## config.mk

```make
export PLATFORM = sky130hd
export DESIGN_NAME = cpu_sequencer_flat
export DESIGN_NICKNAME = d
export VERILOG_FILES = /design/src/rtl/cpu_pkg.sv /design/src/rtl/cpu_sequencer_if.sv /design/src/rtl/cpu_op_decode.sv /design/src/rtl/cpu_sequencer.sv /design/src/flat_wrapper.sv
export SDC_FILE = /design/constraint.sdc
export NUM_CORES = 1
export LEC_CHECK = 0
export ABC_AREA = 1
export CAP_MARGIN = 20
export CORE_UTILIZATION = 45
export CTS_BUF_LIST = sky130_fd_sc_hd__clkbuf_4 sky130_fd_sc_hd__clkbuf_8 sky130_fd_sc_hd__clkbuf_16
export CTS_CLUSTER_SIZE = 40
export DETAILED_ROUTE_END_ITERATION = 7
export GPL_TIMING_DRIVEN = 0
export MAX_ROUTING_LAYER = met4
export PLACE_DENSITY = 0.76
export SYNTH_ARGS = -nofsm -noshare
export SYNTH_HDL_FRONTEND = slang
export SYNTH_SLANG_ARGS = --single-unit
```

## constraint.sdc

```tcl
create_clock -name clk -period 2.8 [get_ports clk]
set_input_delay 0.84 -clock clk [delete_from_list [all_inputs] [get_ports clk]]
set_output_delay 0.84 -clock clk [all_outputs]
set_load 0.03 [all_outputs]
```

## src/rtl/cpu_pkg.sv

```systemverilog
// Shared definitions for the CPU sequencer: opcode values, FSM state encoding,
// decoded opcode class and the control-word bundle driven to the datapath.
package cpu_pkg;

  localparam int OPCODE_W_DEF = 4;

  localparam logic [3:0] OP_LDA = 4'h0;
  localparam logic [3:0] OP_STA = 4'h1;
  localparam logic [3:0] OP_ADD = 4'h2;
  localparam logic [3:0] OP_SUB = 4'h3;
  localparam logic [3:0] OP_JMP = 4'h4;
  localparam logic [3:0] OP_JMI = 4'h5;
  localparam logic [3:0] OP_JEQ = 4'h6;
  localparam logic [3:0] OP_STP = 4'h7;
  localparam logic [3:0] OP_LDI = 4'h8;
  localparam logic [3:0] OP_LSL = 4'h9;
  localparam logic [3:0] OP_LSR = 4'hA;
  localparam logic [3:0] OP_ASR = 4'hB;

  typedef enum logic [1:0] {
    ST_FETCH = 2'd0,
    ST_EXEC1 = 2'd1,
    ST_EXEC2 = 2'd2,
    ST_HALT  = 2'd3
  } state_t;

  // One-hot instruction class; exactly one field is set for any IR value.
  typedef struct packed {
    logic lda;
    logic sta;
    logic add;
    logic sub;
    logic jmp;
    logic jmi;
    logic jeq;
    logic stp;
    logic ldi;
    logic lsl;
    logic lsr;
    logic asr;
    logic ill;
  } op_class_t;

  typedef struct packed {
    logic ir_load;
    logic wren;
    logic mux1;
    logic mux3;
    logic mux3_all;
    logic pc_sload;
    logic pc_cnt_en;
    logic acc_en;
    logic acc_load;
    logic acc_shiftin;
    logic shift_left;
    logic addsub;
  } ctrl_t;

  localparam ctrl_t CTRL_IDLE = '0;

endpackage

```

## src/rtl/cpu_sequencer_if.sv

```systemverilog
// Sequencer <-> RAM/PC/ACC datapath bundle: opcode and status flags in,
// control strobes out. master = sequencer side, slave = datapath side.
interface cpu_sequencer_if
  import cpu_pkg::*;
#(
  parameter int OPCODE_W = OPCODE_W_DEF
);

  logic [OPCODE_W-1:0] op_in;
  logic                mem_ready;
  logic                EQ;
  logic                MI;
  logic                resume;

  logic ir_load;
  logic Wren;
  logic MUX1;
  logic MUX3;
  logic MUX3_useAllBits;
  logic PC_sload;
  logic PC_cnt_en;
  logic ACC_EN;
  logic ACC_LOAD;
  logic ACC_SHIFTIN;
  logic SHIFT_LEFT;
  logic ADDSUB;

  modport master (
    input  op_in, mem_ready, EQ, MI, resume,
    output ir_load, Wren, MUX1, MUX3, MUX3_useAllBits, PC_sload, PC_cnt_en,
           ACC_EN, ACC_LOAD, ACC_SHIFTIN, SHIFT_LEFT, ADDSUB
  );

  modport slave (
    output op_in, mem_ready, EQ, MI, resume,
    input  ir_load, Wren, MUX1, MUX3, MUX3_useAllBits, PC_sload, PC_cnt_en,
           ACC_EN, ACC_LOAD, ACC_SHIFTIN, SHIFT_LEFT, ADDSUB
  );

endinterface

```

## src/rtl/cpu_op_decode.sv

```systemverilog
// Pure combinational IR decode into a one-hot instruction class. Any opcode
// with a set bit above bit 3, or in the range C-F, decodes as illegal.
module cpu_op_decode
  import cpu_pkg::*;
#(
  parameter int OPCODE_W = OPCODE_W_DEF
) (
  input  logic [OPCODE_W-1:0] ir,
  output op_class_t           cls
);

  logic wide;

  assign wide = (ir >> 4) != '0;

  always_comb begin
    // NOTE: every output gets a default before the case so no path leaves it
    // unassigned; otherwise synthesis infers a latch.
    cls = '0;
    if (wide) begin
      cls.ill = 1'b1;
    end else begin
      case (ir[3:0])
        OP_LDA:  cls.lda = 1'b1;
        OP_STA:  cls.sta = 1'b1;
        OP_ADD:  cls.add = 1'b1;
        OP_SUB:  cls.sub = 1'b1;
        OP_JMP:  cls.jmp = 1'b1;
        OP_JMI:  cls.jmi = 1'b1;
        OP_JEQ:  cls.jeq = 1'b1;
        OP_STP:  cls.stp = 1'b1;
        OP_LDI:  cls.ldi = 1'b1;
        OP_LSL:  cls.lsl = 1'b1;
        OP_LSR:  cls.lsr = 1'b1;
        OP_ASR:  cls.asr = 1'b1;
        default: cls.ill = 1'b1;
      endcase
    end
  end

endmodule

```

## src/rtl/cpu_sequencer.sv

```systemverilog
// CPU control sequencer: FETCH/EXEC1/EXEC2/HALT FSM, instruction register,
// control decode, sticky illegal-opcode flag and retired-instruction counter.
module cpu_sequencer
  import cpu_pkg::*;
#(
  parameter int OPCODE_W = OPCODE_W_DEF,
  parameter bit PIPELINE = 1'b1,
  parameter int CNT_W    = 16
) (
  input  logic             clk,
  input  logic             rst_n,
  cpu_sequencer_if.master  bus,
  output logic [1:0]       state,
  output logic             halted,
  output logic             illegal,
  output logic [CNT_W-1:0] retired
);

  state_t              state_q, state_d;
  logic [OPCODE_W-1:0] ir_q;
  logic                illegal_q;
  logic [CNT_W-1:0]    retired_q;

  op_class_t cls;
  ctrl_t     ctl;
  logic      retire;
  logic      set_illegal;
  logic      acc_terminal;
  logic      branch_taken;

  cpu_op_decode #(
    .OPCODE_W (OPCODE_W)
  ) u_decode (
    .ir  (ir_q),
    .cls (cls)
  );

  always_comb begin
    state_d      = state_q;
    ctl          = CTRL_IDLE;
    retire       = 1'b0;
    set_illegal  = 1'b0;
    acc_terminal = 1'b0;
    branch_taken = cls.jmp | (cls.jmi & bus.MI) | (cls.jeq & bus.EQ);

    unique case (state_q)
      ST_FETCH: begin
        ctl.ir_load   = bus.mem_ready;
        ctl.pc_cnt_en = PIPELINE && bus.mem_ready;
        if (bus.mem_ready) state_d = ST_EXEC1;
      end

      ST_EXEC1: begin
        if (cls.lda || cls.add || cls.sub) begin
          ctl.mux1 = 1'b1;
          state_d  = ST_EXEC2;
        end else if (cls.sta) begin
          ctl.mux1      = 1'b1;
          ctl.wren      = 1'b1;
          ctl.pc_cnt_en = !PIPELINE;
          retire        = 1'b1;
          state_d       = ST_FETCH;
        end else if (cls.jmp || cls.jmi || cls.jeq) begin
          // With PIPELINE=1 the PC was already advanced during FETCH.
          ctl.pc_sload  = branch_taken;
          ctl.pc_cnt_en = !branch_taken && !PIPELINE;
          retire        = 1'b1;
          state_d       = ST_FETCH;
        end else if (cls.stp) begin
          retire  = 1'b1;
          state_d = ST_HALT;
        end else if (cls.ldi) begin
          ctl.acc_en   = 1'b1;
          ctl.acc_load = 1'b1;
          ctl.mux3     = 1'b1;
          acc_terminal = 1'b1;
        end else if (cls.lsl || cls.lsr || cls.asr) begin
          ctl.acc_en      = 1'b1;
          ctl.mux3_all    = 1'b1;
          ctl.shift_left  = cls.lsl;
          ctl.acc_shiftin = cls.asr & bus.MI;
          acc_terminal    = 1'b1;
        end else begin
          set_illegal = 1'b1;
          state_d     = ST_HALT;
        end
      end

      ST_EXEC2: begin
        ctl.acc_en   = 1'b1;
        ctl.acc_load = 1'b1;
        ctl.mux3     = cls.lda;
        ctl.mux3_all = cls.lda;
        ctl.addsub   = cls.add;
        acc_terminal = 1'b1;
      end

      ST_HALT: begin
        if (bus.resume) state_d = ST_FETCH;
      end
    endcase

    // Last cycle of an ACC-writing instruction: either overlap the next fetch
    // (ACC write still happens exactly once) or fall back to a plain FETCH.
    if (acc_terminal) begin
      retire = 1'b1;
      if (PIPELINE) begin
        ctl.mux1      = 1'b0;
        ctl.ir_load   = bus.mem_ready;
        ctl.pc_cnt_en = bus.mem_ready;
        state_d       = bus.mem_ready ? ST_EXEC1 : ST_FETCH;
      end else begin
        ctl.pc_cnt_en = 1'b1;
        state_d       = ST_FETCH;
      end
    end
  end

  always_ff @(posedge clk or negedge rst_n) begin
    // NOTE: state registers use non-blocking assignments so every flop samples
    // the pre-edge values regardless of statement order.
    if (!rst_n) begin
      state_q   <= ST_FETCH;
      ir_q      <= '0;
      illegal_q <= 1'b0;
      retired_q <= '0;
    end else begin
      state_q <= state_d;
      if (ctl.ir_load) ir_q <= bus.op_in;
      if (set_illegal) illegal_q <= 1'b1;
      if (retire)      retired_q <= retired_q + CNT_W'(1);
    end
  end

  assign bus.ir_load         = ctl.ir_load;
  assign bus.Wren            = ctl.wren;
  assign bus.MUX1            = ctl.mux1;
  assign bus.MUX3            = ctl.mux3;
  assign bus.MUX3_useAllBits = ctl.mux3_all;
  assign bus.PC_sload        = ctl.pc_sload;
  assign bus.PC_cnt_en       = ctl.pc_cnt_en;
  assign bus.ACC_EN          = ctl.acc_en;
  assign bus.ACC_LOAD        = ctl.acc_load;
  assign bus.ACC_SHIFTIN     = ctl.acc_shiftin;
  assign bus.SHIFT_LEFT      = ctl.shift_left;
  assign bus.ADDSUB          = ctl.addsub;

  assign state   = state_q;
  assign halted  = (state_q == ST_HALT);
  assign illegal = illegal_q;
  assign retired = retired_q;

endmodule

```

## src/flat_wrapper.sv

```systemverilog
// flat-port wrapper written by rule: the top's interface ports become plain ports
module cpu_sequencer_flat import cpu_pkg::*;
#(
  parameter int OPCODE_W = OPCODE_W_DEF,
  parameter bit PIPELINE = 1'b1,
  parameter int CNT_W    = 16
)
  (clk, rst_n, state, halted, illegal, retired, bus_op_in, bus_mem_ready, bus_EQ, bus_MI, bus_resume, bus_ir_load, bus_Wren, bus_MUX1, bus_MUX3, bus_MUX3_useAllBits, bus_PC_sload, bus_PC_cnt_en, bus_ACC_EN, bus_ACC_LOAD, bus_ACC_SHIFTIN, bus_SHIFT_LEFT, bus_ADDSUB);
  cpu_sequencer_if #(.OPCODE_W(OPCODE_W)) bus_i ();
  input  logic clk;
  input  logic rst_n;
  output logic [1:0] state;
  output logic halted;
  output logic illegal;
  output logic [CNT_W-1:0] retired;
  input wire logic [$bits(bus_i.op_in)-1:0] bus_op_in;
  input wire logic [$bits(bus_i.mem_ready)-1:0] bus_mem_ready;
  input wire logic [$bits(bus_i.EQ)-1:0] bus_EQ;
  input wire logic [$bits(bus_i.MI)-1:0] bus_MI;
  input wire logic [$bits(bus_i.resume)-1:0] bus_resume;
  output wire logic [$bits(bus_i.ir_load)-1:0] bus_ir_load;
  output wire logic [$bits(bus_i.Wren)-1:0] bus_Wren;
  output wire logic [$bits(bus_i.MUX1)-1:0] bus_MUX1;
  output wire logic [$bits(bus_i.MUX3)-1:0] bus_MUX3;
  output wire logic [$bits(bus_i.MUX3_useAllBits)-1:0] bus_MUX3_useAllBits;
  output wire logic [$bits(bus_i.PC_sload)-1:0] bus_PC_sload;
  output wire logic [$bits(bus_i.PC_cnt_en)-1:0] bus_PC_cnt_en;
  output wire logic [$bits(bus_i.ACC_EN)-1:0] bus_ACC_EN;
  output wire logic [$bits(bus_i.ACC_LOAD)-1:0] bus_ACC_LOAD;
  output wire logic [$bits(bus_i.ACC_SHIFTIN)-1:0] bus_ACC_SHIFTIN;
  output wire logic [$bits(bus_i.SHIFT_LEFT)-1:0] bus_SHIFT_LEFT;
  output wire logic [$bits(bus_i.ADDSUB)-1:0] bus_ADDSUB;
  assign bus_i.op_in = bus_op_in;
  assign bus_i.mem_ready = bus_mem_ready;
  assign bus_i.EQ = bus_EQ;
  assign bus_i.MI = bus_MI;
  assign bus_i.resume = bus_resume;
  assign bus_ir_load = bus_i.ir_load;
  assign bus_Wren = bus_i.Wren;
  assign bus_MUX1 = bus_i.MUX1;
  assign bus_MUX3 = bus_i.MUX3;
  assign bus_MUX3_useAllBits = bus_i.MUX3_useAllBits;
  assign bus_PC_sload = bus_i.PC_sload;
  assign bus_PC_cnt_en = bus_i.PC_cnt_en;
  assign bus_ACC_EN = bus_i.ACC_EN;
  assign bus_ACC_LOAD = bus_i.ACC_LOAD;
  assign bus_ACC_SHIFTIN = bus_i.ACC_SHIFTIN;
  assign bus_SHIFT_LEFT = bus_i.SHIFT_LEFT;
  assign bus_ADDSUB = bus_i.ADDSUB;
  cpu_sequencer #(.OPCODE_W(OPCODE_W), .PIPELINE(PIPELINE), .CNT_W(CNT_W)) u_core (.clk(clk), .rst_n(rst_n), .bus(bus_i), .state(state), .halted(halted), .illegal(illegal), .retired(retired));
endmodule
```

==> run summary, run 1 <==
The complex-gate fraction of the synthesized area is 0.0689, and the remaining max-slew budget at the tightest pin is 0.609. The logs give 0 for the Yosys warning count and 209 for the net count after synthesis. IR analysis of the VDD net gives a maximum drop of 0.712 mV. Number of global-route vias before repair: 1170.

For the final worst slack, the log shows 103 ps. The mean instance size in the synthesized netlist works out to 7.49 sq um. The tools report the number of instances in the placed design as 279. The remaining antenna violation count is 0, and the count of state elements after synthesis is 23. The HPWL after detailed placement is 2410 microns.

The count of H-tree levels built during CTS was 1. The initial antenna violation count was 0; the overall die height was 58.8 microns. The run gives 0 as the number of slew-limit violations in the final report. At the worst endpoint, the required time is 1960 ps.

For this design the top-level I/O count stands at 42. The share of the synthesized netlist area taken by xor and xnor gates came out at 0.0534. The ratio of final minimum period to clock period is 0.963. The fraction of final layout cells sized beyond drive strength 1 works out to 0.140. The leakage power came out at 0.928 nW. The total area inside the core boundary comes to 3050 sq um. The share of flip-flops with an asynchronous set or reset after synthesis was 1.00; the initial core utilization was 0.476. The share of synthesized area spent on multiplexers came out at 0.

Combinational family with the most area after synthesis: simple AND/OR/NAND/NOR gates. Dividing the detail-routed wire length by the instance count gives 10.9 microns. The detailed router finished its first iteration with 41 violations. The most used flip-flop cell after synthesis is sky130_fd_sc_hd__dfrtp_1.

The final number of hold-violating endpoints was 0. Of all cell types, the one taking the most synthesized area is sky130_fd_sc_hd__dfrtp_1. Setup repair after global routing left no endpoint under its margin.

The run gives 3460 sq um as the die area. Yosys mapped the design onto 28 distinct sky130hd cell types. The share of Yosys cell area claimed by the top area cell type is 0.396. The initialized floorplan defines 20 standard-cell rows. The cell area after technology mapping is 1450 sq um.

The clock arrives with 3.59 ps of skew. The maximum fanout encountered on the critical timing path came out at 2. The clock tree buffer depth is 2. Final routed wirelength across all metal layers: 3140 microns. TritonCTS built the clock tree.

Final standard cell count with taps included and fillers excluded: 287. The critical path in this run is classified as primary input to output port. The run gives 4 as the first-pass detailed-route iteration total. The number of buffers created by CTS was 3; the count of input and output buffers was 41.

Across all layers, the routed design uses 1391 vias. The run finished with clean final reports. At the worst endpoint, the arrival time is 1860 ps.

Buffers inserted to repair hold after CTS numbered 0. Entering global routing, the biggest net connects 24 pins. For the weighted congestion at the end of routability-driven global placement, the log shows 0.886.

Using the TritonRoute via totals, the vias-per-cell ratio works out to 4.85. In the final design database the tool counted 259 nets. The worst hold margin is 496 ps. By area the synthesized netlist is led by sky130_fd_sc_hd__dfrtp_1, sky130_fd_sc_hd__nand2_1, sky130_fd_sc_hd__inv_1. The overall global routing resource usage came out at 0.201. The number of setup violations in the final report is 0. The floorplan die width was 58.8 microns. The commonest cells after synthesis are sky130_fd_sc_hd__nand2_1, sky130_fd_sc_hd__inv_1, sky130_fd_sc_hd__dfrtp_1. The final standard cell utilization of the core is 0.645. After technology mapping, the gate count stands at 194. The path class of the lowest-slack min-delay path was register to register. Counting flops with a built-in enable in the synthesized netlist gives 0. For this design, the sink count on the clock tree is 23.

Based on the critical path, the design can be clocked at up to 371 MHz. For the share of synthesized area occupied by flip-flops and latches, the log shows 0.396. The number of diodes was 0; the simple-gate share of the synthesized area was 0.351. The first global-routing pass estimated 5200 microns of wire. The run gives 0 as the total congestion overflow after global routing. The area added between synthesis and finish is 35.6%.

The post-route DRC violation count came out at 0. The later pin in the worst-skew pair is clocked with a latency of 310 ps. After clock tree synthesis, the clock-pin slew on the worst setup and hold paths is 120 ps.

The slew of the pin with the lowest slew margin was 582 ps. The design draws 1.74 mW. The area share of fa/ha/maj cells after synthesis works out to 0.0431. The number of violations of the max-capacitance limit was 0. By instance count, the leading cell after synthesis is sky130_fd_sc_hd__nand2_1. The worst setup path is launched from a primary input.

The total power divided by cell area came out at 885 nW/um^2. The worst path in the final design needs a cycle of 2700 ps, including I/O delays and setup. The worst setup path is captured at an output port. The tree is rooted in a sky130_fd_sc_hd__clkbuf_4. Before CTS, the worst setup slack after placement is -378 ps.
==> cell families (layout without fill, tap and decap cells) <==
| group | count (synthesis) | count (layout) |
|---|---|---|
| compound gates | 17 | 17 |
| xor+xnor | 8 | 8 |
| fa+ha+maj | 5 | 5 |
| buf+inv | 30 | 79 |
| flops | 23 | 23 |
| simple gates | 111 | 111 |
==> critical path, cell delays in order <==
cell,delay (ps)
sky130_fd_sc_hd__clkdlybuf4s50_1,450
sky130_fd_sc_hd__inv_1,50
sky130_fd_sc_hd__a21oi_1,120
sky130_fd_sc_hd__a21oi_1,50
sky130_fd_sc_hd__nor3_1,120
sky130_fd_sc_hd__buf_2,220
==> per-layer routing <==
metal | GRT usage | share of wire | vias to the layer above
li1 | - | - | 721
met5 | - | 0 | -
met4 | 0.0442 | 0.0057 | 0
met1 | 0.283 | 0.50 | 638
met2 | 0.300 | 0.45 | 30
met3 | 0.0396 | 0.043 | 2
==> timing repair <==
item,CTS,global route
resized for setup,35,15
buffers inserted,3,0
setup endpoints to repair,12,9
pin swaps,2,1
==> layout make-up <==
type,instances,area (sq um)
multi-input cells,141,777
fillers,295,1080
repair buffers,45,405
inverters,28,105
clock inverters,1,5.00
well taps,44,55.1
clock buffers,3,22.5
plain buffers,2,22.5
flip-flops and latches,23,577
==> cell usage in the layout (no fill, tap or decap), drive strengths merged, types with 3 or more instances in the layout <==
| master | netlist | routed |
|---|---|---|
| xor2 | 3 | 3 |
| a21oi | 6 | 6 |
| xnor2 | 5 | 5 |
| buf | 2 | 13 |
| nor3 | 9 | 9 |
| clkbuf | 0 | 5 |
| inv | 28 | 28 |
| o21ai | 9 | 9 |
| ha | 5 | 5 |
| nand4 | 7 | 7 |
| nand2 | 65 | 65 |
| nor2 | 13 | 13 |
| dfrtp | 23 | 23 |
| clkdlybuf4s50 | 0 | 29 |
| nand3 | 14 | 14 |
==> metrics by stage <==
step	setup TNS [ps]	instance area [sq um]
6_report	0	1970
5_1_grt	0	1970
4_1_cts	0	1990
3_5_place_dp	-1640	1930
3_3_place_gp	-1550	1930
2_1_floorplan	0	1470
==> state kept, by name (all words and copies together), names as in the netlist <==
register        flops
u_core.retired     16
u_core.ir_q         4
u_core.illegal      1
u_core.state        2
==> final timing paths <==
| check | from | endpoint | slack [ps] | cells after the start |
|---|---|---|---|---|
| hold / removal | u_core.illegal | u_core.illegal | 500 | 1 |
| setup / recovery | bus_MI | bus_PC_sload | 100 | 6 |
| setup reg to reg | u_core.state[1] | u_core.retired[10] | 1090 | 11 |
| min in group asynchronous | rst_n | u_core.retired[9] | 800 | 1 |
| hold reg to reg | u_core.illegal | u_core.illegal | 500 | 1 |
| max in group asynchronous | rst_n | u_core.retired[6] | 1580 | 2 |
==> power breakdown <==
part	internal, mW	leakage [nW]	total, mW	switching [mW]
clock	0.0533	0.0177	0.150	0.0970
sequential	0.411	0.298	0.534	0.123
combinational	0.402	0.613	1.06	0.656
No activity file was read; power rests on OpenSTA's default activity.
==> inputs of run 2 (changes only) <==
Settings changed: CORE_UTILIZATION 45 to 49, PLACE_DENSITY 0.76 to 0.82, SLEW_MARGIN set to 10.
==> run 2 against run 1 <==
Against the previous run:
- core utilization grew 6.1 points
- via count shrank 0.36%
- sequential cell count unchanged
- clock power increased by 10%
- critical path type is now register to output port
- largest cell class unchanged
- highest routed layer unchanged
- fmax shrank 0.35%
- non-clock buffer count increased by 1
- global-route usage is 2.2 points higher
- largest power group unchanged
==> run summary, run 2 (synthesis gave the netlist of run 1 again) <==
The detail-routed via count per cell works out to 5.04 (was 4.85). The final standard cell area without fillers came out at 1960 sq um (was 1970 sq um). Count of buffer and inverter cells on the critical path: 3 (unchanged). The clock tree buffer depth is 2 (unchanged).

The core footprint came out at 2780 sq um (was 3050 sq um). Type of origin of the critical path: a register (was a primary input). The leakage power came out at 0.933 nW (was 0.928 nW). The number of flip-flops in the largest register is 16 (unchanged), and the number of slew-limit violations in the final report is 0 (unchanged). The final standard cell count with taps included and fillers excluded is 275 (was 287).

The run gives 0 (unchanged) as the number of diodes. The initial antenna violation count is 0 (unchanged), and the overall die height is 56.4 microns (was 58.8 microns). Fraction of final layout cells sized beyond drive strength 1: 0.143 (was 0.140). Family with the most delay on the worst path: flip-flops (was buffers and inverters). Largest clock skew in the final design: 1.98 ps (was 3.59 ps).

The setup TNS came out at 0 ps (unchanged). The area added between synthesis and finish was 35.1% (was 35.6%); the slew of the pin with the lowest slew margin was 575 ps (was 582 ps). The maximum clock frequency is 369 MHz (was 371 MHz), and the count of boundary I/O pins is 42 (unchanged). The worst hold margin was 508 ps (was 496 ps). The commonest non-fill, non-tap cell in the layout is sky130_fd_sc_hd__nand2_1 (unchanged).

The number of DRC markers after the initial detailed-route iteration is 48 (was 41), and the number of hold buffers added after CTS is 0 (unchanged). The run gives 0 (unchanged) as the total congestion overflow after global routing. First-pass detailed-route iteration total: 4 (unchanged). The maximum fanout encountered on the critical timing path works out to 10 (was 2). Capturing element type of the critical path: an output port (unchanged). Most frequent cells in the layout: sky130_fd_sc_hd__nand2_1, sky130_fd_sc_hd__clkdlybuf4s50_1, sky130_fd_sc_hd__inv_1 (unchanged).

Setup repair after global routing left no endpoint under its margin. Sum of net half-perimeters after detailed placement: 2400 microns (was 2410 microns). TritonCTS built the clock tree.

The first-pass GRT wire length is 5490 microns (was 5200 microns). The floorplan die width is 56.4 microns (was 58.8 microns). The number of global-route vias before repair is 1229 (was 1170), and the number of setup violations in the final report is 0 (unchanged).

The final routed wirelength across all metal layers is 3170 microns (was 3140 microns), and the clock sink total is 23 (unchanged). The count of input and output buffers came out at 41 (unchanged). The master cell of the clock root buffer was sky130_fd_sc_hd__clkbuf_4 (unchanged). The clock-pin slew of the registers on the worst-case setup and hold paths is 120 ps (about the same). The logs give 0.924 (was 0.886) for the weighted congestion at the end of routability-driven global placement and 93.4 ps (was 103 ps) for the final worst slack.

The final standard cell utilization of the core is 0.706 (was 0.645). Data required time of the worst path: 1960 ps (about the same). The tools report the remaining max-slew budget at the tightest pin as 0.613 (was 0.609). The logs give 3 (unchanged) for the number of buffers created by CTS and 24 (unchanged) for the maximum number of pins on one net before global-route repair.

The maximum resistive drop on vdd was 0.910 mV (was 0.712 mV); the post-route DRC violation count was 0 (unchanged). The net total in the final layout was 260 (was 259); the number of vias in the routed layout was 1386 (was 1391). Number of filler instances in the final layout: 237 (was 295). The number of violations of the max-capacitance limit is 0 (unchanged), and the count of H-tree levels built during CTS is 1 (unchanged).

Number of placement rows: 19 (was 20). The critical-path cell with the highest stage delay was sky130_fd_sc_hd__dfrtp_2 (was sky130_fd_sc_hd__clkdlybuf4s50_1). The tools report the overall power after layout as 1.76 mW (was 1.74 mW). The pre-CTS setup slack came out at -394 ps (was -378 ps). Type of the setup path with the least slack: register to output port (was primary input to output port). The tools report the total placed instance area as 1920 sq um (was 1930 sq um). The overall global routing resource usage was 0.223 (was 0.201). The path class of the lowest-slack min-delay path is register to register (unchanged).

The remaining antenna violation count came out at 0 (unchanged). Minimum clock period after layout: 2710 ps (was 2700 ps). Die area: 3190 sq um (was 3460 sq um). The number of instances in the placed design came out at 266 (was 279). The run finished with clean final reports.

The ratio of final minimum period to clock period works out to 0.967 (was 0.963). The logs give 0 (unchanged) for the final number of hold-violating endpoints and 0.522 (was 0.476) for the initial core utilization. The average wire length per cell after detail routing is 11.5 microns (was 10.9 microns), and the clock insertion delay at the later pin of the skew report is 310 ps (about the same).

CP Cell Sequence: ha_4, nand2_2, nor2_4, o21ai_4, inv_2, nand2_2, nand2_4, buf_4, buf_4 (was clkdlybuf4s50_1, inv_1, a21oi_1, a21oi_1, nor3_1, buf_2). The total power divided by cell area is 897 nW/um^2 (was 885 nW/um^2). The largest incremental delay on the critical path is 480 ps (was 450 ps).

The tools report the worst path arrival time as 1870 ps (was 1860 ps).
[run 2: routing by layer]
layer  wire (microns)  global-route usage
met1             1680               0.332
met2             1340               0.319
met3              108              0.0276
met4               41              0.0627
met5                0                   -
[run 2: area by class of cell]
type	count	area, sq um	area share
multi-input cells	141	777	0.396
repair buffers	46	413	0.210
clock buffers	4	30.0	0.0153
plain buffers	2	22.5	0.0115
well taps	31	38.8	0.0198
inverters	28	105	0.0535
flip-flops and latches	23	577	0.294
[run 2: worst register-to-register path: cells and delay by family, from the launching register on]
family	cells	cell delay (ps)
xor+xnor	1	140
fa+ha+maj	1	200
buf+inv	2	330
compound gates	1	180
flops	1	480
simple gates	3	250
[run 2: worst paths after layout]
| kind | slack (ps) | from | endpoint | cells after the start |
|---|---|---|---|---|
| worst min register to register | 510 | u_core.illegal | u_core.illegal | 1 |
| max in group asynchronous | 1510 | rst_n | u_core.state[0] | 2 |
| worst max-delay path | 90 | u_core.state[0] | bus_ir_load | 9 |
| worst min-delay path | 510 | u_core.illegal | u_core.illegal | 1 |
| min in group asynchronous | 830 | rst_n | u_core.retired[10] | 1 |
| worst max register to register | 1130 | u_core.state[0] | u_core.retired[0] | 8 |
[run 2: power breakdown]
group	total, mW	switching (mW)	internal [mW]
clock network	0.165	0.100	0.0654
registers	0.531	0.120	0.411
logic	1.06	0.656	0.408
total	1.76	0.876	0.885
[run 2: repair_timing]
| item | 4_1_cts | 5_1_grt |
|---|---|---|
| gates cloned | 0 | 0 |
| buffers inserted | 4 | 0 |
| pin swaps | 2 | 1 |
| gates resized for setup | 32 | 15 |
| endpoints found under the setup margin | 12 | 9 |
